File: src/rtl/laser_share_arbiter_if.sv
// Handshake bundle between the request stations and the laser share arbiter.
// The master side drives requests and kill; the slave side drives the laser outputs.
interface laser_share_arbiter_if #(
  parameter int N = 4
);
  logic [N-1:0] req;
  logic         kill;
  logic         x;
  logic [N-1:0] grant;
  logic         busy;
  logic         done;
  logic         aborted;

  modport master (output req, kill, input x, grant, busy, done, aborted);
  modport slave  (input req, kill, output x, grant, busy, done, aborted);
endinterface

File: src/rtl/laser_share_arbiter.sv
// Round-robin arbiter sharing one laser output among N requesters.
// Each grant fires for ON_CYCLES, then enforces COOL_CYCLES of off-time.
//
//   state | meaning
//   IDLE  | laser off, picking the next requester from pend | req
//   FIRE  | laser on for the granted requester
//   COOL  | mandatory off-time after a fire (normal or killed)
module laser_share_arbiter #(
  parameter int N           = 4,
  parameter int ON_CYCLES   = 3,
  parameter int COOL_CYCLES = 2
) (
  input logic                  clk,
  input logic                  rst,
  laser_share_arbiter_if.slave bus
);

  localparam int MAXC0 = (ON_CYCLES > COOL_CYCLES) ? ON_CYCLES : COOL_CYCLES;
  localparam int MAXC  = (MAXC0 > 2) ? MAXC0 : 2;
  localparam int CW    = $clog2(MAXC);
  localparam int PW    = $clog2(N);

  localparam logic [CW-1:0] ON_LOAD   = CW'(ON_CYCLES - 1);
  localparam logic [CW-1:0] COOL_LOAD = CW'((COOL_CYCLES > 0) ? COOL_CYCLES - 1 : 0);

  typedef enum logic [1:0] {
    IDLE = 2'd0,
    FIRE = 2'd1,
    COOL = 2'd2
  } state_t;

  state_t        state_q, state_d;
  logic [N-1:0]  pend_q, pend_d;
  logic [PW-1:0] ptr_q, ptr_d;
  logic [CW-1:0] cnt_q, cnt_d;
  logic [N-1:0]  grant_q, grant_d;
  logic          done_q, done_d;
  logic          aborted_q, aborted_d;

  logic [N-1:0]  cand;
  logic          win_found;
  logic [PW-1:0] win_idx;
  logic [PW:0]   rr_sum;
  logic [PW:0]   ptr_nxt;

  assign cand = pend_q | bus.req;

  // Search starts at ptr_q and wraps modulo N; the extra sum bit absorbs the wrap.
  always_comb begin
    win_found = 1'b0;
    win_idx   = '0;
    rr_sum    = '0;
    for (int i = 0; i < N; i++) begin
      rr_sum = {1'b0, ptr_q} + (PW+1)'(i);
      if (rr_sum >= (PW+1)'(N)) rr_sum = rr_sum - (PW+1)'(N);
      if (!win_found && cand[rr_sum[PW-1:0]]) begin
        win_found = 1'b1;
        win_idx   = rr_sum[PW-1:0];
      end
    end
    ptr_nxt = {1'b0, win_idx} + (PW+1)'(1);
    if (ptr_nxt >= (PW+1)'(N)) ptr_nxt = ptr_nxt - (PW+1)'(N);
  end

  always_comb begin
    state_d   = state_q;
    pend_d    = pend_q | bus.req;
    ptr_d     = ptr_q;
    cnt_d     = cnt_q;
    grant_d   = grant_q;
    done_d    = 1'b0;
    aborted_d = 1'b0;
    case (state_q)
      IDLE: begin
        grant_d = '0;
        if (win_found) begin
          state_d         = FIRE;
          grant_d         = {{(N-1){1'b0}}, 1'b1} << win_idx;
          ptr_d           = ptr_nxt[PW-1:0];
          cnt_d           = ON_LOAD;
          pend_d[win_idx] = 1'b0;
        end
      end
      FIRE: begin
        if (bus.kill || cnt_q == '0) begin
          grant_d   = '0;
          done_d    = ~bus.kill;
          aborted_d = bus.kill;
          if (COOL_CYCLES > 0) begin
            state_d = COOL;
            cnt_d   = COOL_LOAD;
          end else begin
            state_d = IDLE;
            cnt_d   = '0;
          end
        end else begin
          cnt_d = cnt_q - 1'b1;
        end
      end
      COOL: begin
        grant_d = '0;
        if (cnt_q == '0) state_d = IDLE;
        else             cnt_d   = cnt_q - 1'b1;
      end
      default: begin
        state_d = IDLE;
        grant_d = '0;
        cnt_d   = '0;
      end
    endcase
  end

  always_ff @(posedge clk or posedge rst) begin
    if (rst) begin
      state_q   <= IDLE;
      pend_q    <= '0;
      ptr_q     <= '0;
      cnt_q     <= '0;
      grant_q   <= '0;
      done_q    <= 1'b0;
      aborted_q <= 1'b0;
    end else begin
      state_q   <= state_d;
      pend_q    <= pend_d;
      ptr_q     <= ptr_d;
      cnt_q     <= cnt_d;
      grant_q   <= grant_d;
      done_q    <= done_d;
      aborted_q <= aborted_d;
    end
  end

  assign bus.x       = (state_q == FIRE);
  assign bus.busy    = (state_q != IDLE);
  assign bus.grant   = grant_q;
  assign bus.done    = done_q;
  assign bus.aborted = aborted_q;

endmodule
File: src/flat_wrapper.sv
// flat-port wrapper written by rule: the top's interface ports become plain ports
module laser_share_arbiter_flat 
#(
  parameter int N           = 4,
  parameter int ON_CYCLES   = 3,
  parameter int COOL_CYCLES = 2
)
  (clk, rst, bus_req, bus_kill, bus_x, bus_grant, bus_busy, bus_done, bus_aborted);
  laser_share_arbiter_if #(.N(N)) bus_i ();
  input logic clk;
  input logic rst;
  input wire logic [$bits(bus_i.req)-1:0] bus_req;
  input wire logic [$bits(bus_i.kill)-1:0] bus_kill;
  output wire logic [$bits(bus_i.x)-1:0] bus_x;
  output wire logic [$bits(bus_i.grant)-1:0] bus_grant;
  output wire logic [$bits(bus_i.busy)-1:0] bus_busy;
  output wire logic [$bits(bus_i.done)-1:0] bus_done;
  output wire logic [$bits(bus_i.aborted)-1:0] bus_aborted;
  assign bus_i.req = bus_req;
  assign bus_i.kill = bus_kill;
  assign bus_x = bus_i.x;
  assign bus_grant = bus_i.grant;
  assign bus_busy = bus_i.busy;
  assign bus_done = bus_i.done;
  assign bus_aborted = bus_i.aborted;
  laser_share_arbiter #(.N(N), .ON_CYCLES(ON_CYCLES), .COOL_CYCLES(COOL_CYCLES)) u_core (.clk(clk), .rst(rst), .bus(bus_i));
endmodule
File: config.mk
export PLATFORM = sky130hd
export DESIGN_NAME = laser_share_arbiter_flat
export DESIGN_NICKNAME = d
export VERILOG_FILES = /design/src/rtl/laser_share_arbiter_if.sv /design/src/rtl/laser_share_arbiter.sv /design/src/flat_wrapper.sv
export SDC_FILE = /design/constraint.sdc
export NUM_CORES = 1
export LEC_CHECK = 0
export CAP_MARGIN = 15
export CORE_MARGIN = 10
export CORE_UTILIZATION = 40
export DETAILED_ROUTE_END_ITERATION = 10
export PLACE_DENSITY = 0.76
export REMOVE_ABC_BUFFERS = 1
export SYNTH_ARGS = -nofsm -noshare
export SYNTH_HDL_FRONTEND = slang
export SYNTH_SLANG_ARGS = --single-unit
export TNS_END_PERCENT = 20
File: constraint.sdc
create_clock -name clk -period 1.6 [get_ports clk]
set_input_delay 0.32 -clock clk [delete_from_list [all_inputs] [get_ports clk]]
set_output_delay 0.32 -clock clk [all_outputs]
set_load 0.01 [all_outputs]
# Word level (Yosys, flattened, before mapping)
# Cells that the tools add are included.
# Widths: inputs -> output; s select.
word_totals:
  ff_bits: 16
  inputBits: 7
  output_inout_bits: 8
  word_cells: 93
op_classes:
  add_sub_neg: 10
  magnitude_cmp: 11
  n_eq_ne: 6
  n_shift: 1
  muxes: 40
  bitwise_logic: 4
  n_reduce_logical: 14
ops:
  columns: ["cell", "count"]
  rows:
  - ["$mux 2", 15]
  - ["$mux 4", 4]
  - ["$lt 2x3->1 const B", 5]
  - ["$mux 1", 13]
  - ["$ge 3x3->1 const B", 4]
  - ["$pmux 2 s3", 2]
  - ["$sub 2x1->2 const B", 6]
  - ["$bmux 1 s2", 4]
  - ["$pmux 4 s2", 1]
  - ["$add 2x1->3 const B", 2]
  - ["$add 2x2->3 const B", 2]
  - ["$ne 2x1->1 const B", 3]
  - ["$and 4x4->4", 1]
  - ["$logic_and 1x1->1", 4]
  - ["$logic_not 2->1", 2]
  - ["$not 4->4", 1]
  - ["$or 4x4->4", 1]
  - ["$reduce_and 2->1", 2]
  - ["$shl 1x2->4 const A", 1]
  - ["$ge 2x3->1 const B", 1]
  - ["$logic_not 1->1", 3]
  - ["$reduce_and 3->1", 1]
  - ["$demux 1 s2", 1]
  - ["$eq 2x1->1 const B", 1]
  - ["6 further kinds", 6]

# Depth between registers and ports, before layout
logic_depth:
  ltp_word: 22
  ltp_mapped: 6

# Worst setup path after synthesis
# OpenSTA, ideal clock, no wires.
synth_path:
  kind: "register to register"
  from: "register u_core.pend_q[2]"
  to: "register u_core.ptr_q[1]"
  t_arrival_ns: 1.624
  t_required_ns: 1.475
  path_slack_ns: -0.149
  stages_incl_launch_ff: 7
  path_buffers: 0
  synth_period_minus_slack_ns: 1.749
  cell_sequence: "dfrtp_1 -> nor2_1 -> o2bb2ai_1 -> a211oi_1 -> and2_1 -> ha_1 -> mux2_4"
synth_via:
  elab_chain_len: 16
synth_lines:
  columns: ["item", "line_no", "rtl"]
  rows:
  - ["start, declared", "laser_share_arbiter.sv:33", "logic [N-1:0] pend_q, pend_d;"]
  - ["start signal, assigned", "laser_share_arbiter.sv:124", "pend_q <= pend_d;"]
  - ["$or 4x4->4 *", "laser_share_arbiter.sv:46", "assign cand = pend_q | bus.req;"]
  - ["$bmux 1 s2", "laser_share_arbiter.sv:56", "if (!win_found && cand[rr_sum[PW-1:0]]) begin"]
  - ["$mux 1 (not written as such)", "laser_share_arbiter.sv:56", null]
  - ["$mux 1", "laser_share_arbiter.sv:56", null]
  - ["$logic_not 1->1", "laser_share_arbiter.sv:56", null]
  - ["$logic_and 1x1->1", "laser_share_arbiter.sv:56", null]
  - ["$mux 1", "laser_share_arbiter.sv:56", null]
  - ["$logic_not 1->1", "laser_share_arbiter.sv:56", null]
  - ["$logic_and 1x1->1", "laser_share_arbiter.sv:56", null]
  - ["$mux 1", "laser_share_arbiter.sv:56", null]
  - ["$logic_not 1->1", "laser_share_arbiter.sv:56", null]
  - ["$logic_and 1x1->1", "laser_share_arbiter.sv:56", null]
  - ["$mux 2 *", "laser_share_arbiter.sv:56", null]
  - ["$add 2x1->3 *", "laser_share_arbiter.sv:61", "ptr_nxt = {1'b0, win_idx} + (PW+1)'(1);"]
  - ["$ge 3x3->1 / $sub 2x1->2 (equally long branches)", "laser_share_arbiter.sv:62", "if (ptr_nxt >= (PW+1)'(N)) ptr_nxt = ptr_nxt - (PW+1)'(N);"]
  - ["$mux 2 *", "laser_share_arbiter.sv:62", null]
  - ["named net u_core.ptr_nxt[1]", "laser_share_arbiter.sv:44", "logic [PW:0] ptr_nxt;"]
  - ["end signal, assigned", "laser_share_arbiter.sv:125", "ptr_q <= ptr_d;"]
  - ["end, declared", "laser_share_arbiter.sv:34", "logic [PW-1:0] ptr_q, ptr_d;"]
# Mark *: on every way through the listed nets, which the timed path passes. The rest lies on a longest branch. The select of a mux whose other input is x is not followed.
# A chain may end at the register's enable or synchronous reset.

# Final worst setup path
layout_path:
  from: "register u_core.pend_q[2]"
  to: "register u_core.grant_q[0] (netlist: u_core.bus.grant[0])"
layout_via:
  elab_chain_len: 16
layout_lines:
  columns: ["item", "line_no", "rtl"]
  rows:
  - ["$or 4x4->4 *", "laser_share_arbiter.sv:46", null]
  - ["$bmux 1 s2", "laser_share_arbiter.sv:56", null]
  - ["$mux 1 (not written as such)", "laser_share_arbiter.sv:56", null]
  - ["$mux 1", "laser_share_arbiter.sv:56", null]
  - ["$logic_not 1->1", "laser_share_arbiter.sv:56", null]
  - ["$logic_and 1x1->1", "laser_share_arbiter.sv:56", null]
  - ["$mux 1", "laser_share_arbiter.sv:56", null]
  - ["$logic_not 1->1", "laser_share_arbiter.sv:56", null]
  - ["$logic_and 1x1->1", "laser_share_arbiter.sv:56", null]
  - ["$mux 1", "laser_share_arbiter.sv:56", null]
  - ["$logic_not 1->1", "laser_share_arbiter.sv:56", null]
  - ["$logic_and 1x1->1", "laser_share_arbiter.sv:56", null]
  - ["$mux 2", "laser_share_arbiter.sv:56", null]
  - ["$shl 1x2->4", "laser_share_arbiter.sv:78", "grant_d = {{(N-1){1'b0}}, 1'b1} << win_idx;"]
  - ["$mux 4 *", "laser_share_arbiter.sv:76", "if (win_found) begin"]
  - ["$pmux 4 s2 *", "laser_share_arbiter.sv:73", "case (state_q)"]
  - ["end signal, assigned", "laser_share_arbiter.sv:127", "grant_q <= grant_d;"]
  - ["end, declared", "laser_share_arbiter.sv:36", "logic [N-1:0] grant_q, grant_d;"]
# Mark *: on every way between the ends. The rest lies on a longest branch, timed or not. The select of a mux whose other input is x is not followed.

==> impl_metrics.json <==
{
  "p_leak_nw": 0.630,
  "cts_hold_buffers": 0,
  "numPortBuffers": 14,
  "cts_tree": "built",
  "wl_met1_mm": 1.04,
  "grt_max_degree": 17,
  "dp.final_hpwl_mm": 1.60,
  "hold_path.class": "in -> async",
  "num_rows": 16,
  "final_max_slew_viol_count": 0,
  "antenna_found_initial": 0,
  "fin_util_pct": 71.0,
  "cp.arrival_ps": 1920,
  "grt_pass1_vias": 841,
  "htreeDepth": 1,
  "wl_met3_um": 62,
  "io_pins": 15,
  "die_height_um": 65.5,
  "synth_edf_count": 0,
  "die-area_um2": 4300,
  "cp-start-kind": "flip-flop",
  "met2_length_mm": 1.20,
  "post_route_cells_drive_above_1_share_pct": 51.9,
  "yosys.area_share.simple_pct": 13.4,
  "finalSetupTns_ps": -851,
  "topRoutingLayerUsed": "met4",
  "ff2ff_setup_slack_ps": -150,
  "grt_usage_pct": 11.2,
  "min_period_over_period_pct": 109,
  "hold_ws_ps": 344,
  "min_period_ps": 1750,
  "yosysUniqueCellTypes": 23,
  "violations": "setup timing",
  "routed_wl_mm": 2.34,
  "maxSlewHeadroom_pct": 60.6,
  "synth_compound_area_share_pct": 24.7,
  "ir_drop_mv": 0.965,
  "post-place-cells": 147,
  "synth_fa_ha_area_share_pct": 7.54,
  "overflow": 0,
  "antenna_left": 0,
  "diodes": 0,
  "clkSinkCount": 16,
  "grt_setup_unrepaired": "true",
  "total_power_mw": 2.78,
  "p_per_area_nw_per_um2": 1990,
  "synthesis.instances": 81,
  "synth_top_family_by_area": "compound AO/OA/AOI/OAI gates",
  "synth_xor_area_share_pct": 0,
  "drt_pass1_iterations": 4,
  "synthMuxAreaShare_pct": 1.81,
  "root_buffer": "clkbuf_4",
  "drc": 0,
  "cts_buffers": 3,
  "syn_area_um2": 830,
  "synth_ff_type": "dfrtp_1",
  "fmax_mhz": 571,
  "fin_skew_ps": 1.05,
  "reg2regPathDepth": 8,
  "ys_seq_area_share_pct": 48.3,
  "layoutNonFillerInstCount": 156,
  "fin_nets": 142,
  "start_util_pct": 42.3,
  "worstPathRequired_ps": 1770,
  "crit_fanout": 3,
  "grt_pass1_wl_mm": 3.91,
  "worstMarginPinSlew_ps": 587,
  "timing.rr.end": "u_core.bus.grant[0]",
  "synth_seq_cells": 16,
  "clkTransAtPathRegs_ps": 90,
  "clkLatencyLatePin_ps": 280,
  "yosysWarnings": 0,
  "outcome": "finished, violations left",
  "wl_per_cell_um": 15.0,
  "die_x_um": 65.5,
  "coreArea_um2": 1960,
  "r2r_start": "u_core.pend_q[2]",
  "final_hold_viol_count": 0,
  "async_flop_share_pct": 100,
  "avgViaCountPerCell": 5.08,
  "drtIter0Drc": 40,
  "cap_violations": 0,
  "crit_type": "reg -> reg",
  "end_kind": "flip-flop",
  "syn_area_per_cell_um2": 10.2,
  "worst_slack_ps": -152,
  "setup_violations": 8,
  "syn_to_final_growth_pct": 68.0,
  "detailroute.via_count": 792,
  "clock_path_buffers": 2,
  "place_congestion": 0.840
}
==> per-layer routing <==
metal  track usage (%)  up-vias
li1                  -      388
met1              12.3      382
met2              20.5       20
met3              1.69        2
met4              5.61        0
met5                 0        -
==> cells in the mapped netlist (2+ instances only) <==
cell | count | area, um^2
dfrtp_1 | 16 | 400
a21oi_1 | 10 | 50.1
nor2_1 | 9 | 33.8
inv_1 | 8 | 30.0
ha_1 | 5 | 62.6
nand2_1 | 5 | 18.8
a22o_2 | 4 | 40.0
nor3_1 | 4 | 20.0
o21ai_0 | 4 | 20.0
a211oi_1 | 2 | 15.0
a21o_1 | 2 | 15.0
==> cell usage in the layout (no fill, tap or decap), drive strengths merged <==
master,n
a211oi,2
buf,31
dfrtp,16
o32a,1
ha,5
nor2,9
clkdlybuf4s50,8
inv,8
o31ai,1
and2,1
mux2,1
o2bb2ai,1
nor3,4
dlymetal6s2s,1
dlygate4sd2,4
a221oi,1
a22o,4
nand2,5
o21a,1
or2,1
nor4,1
a21oi,10
o21ai,4
clkbuf,5
a21o,2
a311oi,1
nand3,1
==> registers in the layout, summed over array words and instances, names as in the netlist <==
signal and flops:
u_core.bus.grant 4, u_core.pend_q 4, u_core.cnt_q 2, u_core.ptr_q 2, u_core.state_q 2, u_core.bus.aborted 1, u_core.bus.done 1
==> cells by family (layout without fill, tap and decap cells) <==
| kind of cell | Yosys count | count (layout) |
|---|---|---|
| compound gates | 28 | 28 |
| fa+ha+maj | 5 | 5 |
| buf+inv | 9 | 57 |
| flops | 16 | 16 |
| mux | 1 | 1 |
| simple gates | 22 | 22 |
==> worst max-delay path, cell delays in order, from the launching register on <==
cell and delay, ps:
dfrtp_1 400, buf_6 130, nor2_4 140, o2bb2ai_2 70, a211oi_2 260, buf_4 180, nand2_4 70, ha_4 160
a22o_2 230
==> stage by stage <==
stage	setup slack (ps)	instance area (um^2)
floorplan	-149	825
global placement	-618	1190
detailed placement	-666	1190
CTS	-132	1330
global route	-206	1390
finish	-152	1390
==> where the power goes <==
group          total [mW]  internal [mW]  switching [mW]
Sequential          0.736          0.583           0.153
Clock               0.261          0.138           0.122
Combinational        1.78          0.979           0.804
Total                2.78           1.70            1.08
==> how the worst max path moves through the flow <==
stage                                endpoint             start  depth (start not counted)
after floorplan               u_core.ptr_q[1]  u_core.pend_q[2]                          6
after global placement    u_core.bus.grant[0]        bus_req[2]                          8
after detailed placement      u_core.ptr_q[1]        bus_req[2]                          7
after CTS                    u_core.pend_q[0]  u_core.pend_q[2]                          9
after global routing          u_core.ptr_q[1]  u_core.pend_q[2]                          7
final                     u_core.bus.grant[0]  u_core.pend_q[2]                          8
==> final cells by class <==
type / instances / area, um^2
Multi-Input combinational cell: 56 / 518
Clock buffer: 4 / 36.3
Timing Repair Buffer: 45 / 373
Fill cell: 139 / 568
Tap cell: 27 / 33.8
Sequential cell: 16 / 403
Inverter: 8 / 30.0
==> what timing repair did <==
item / CTS / global route
setup buffers: 4 / 1
resized for setup: 24 / 15
endpoints found under the setup margin: 14 / 14
pin swaps: 12 / 10
(Power assumes the default switching activity.)
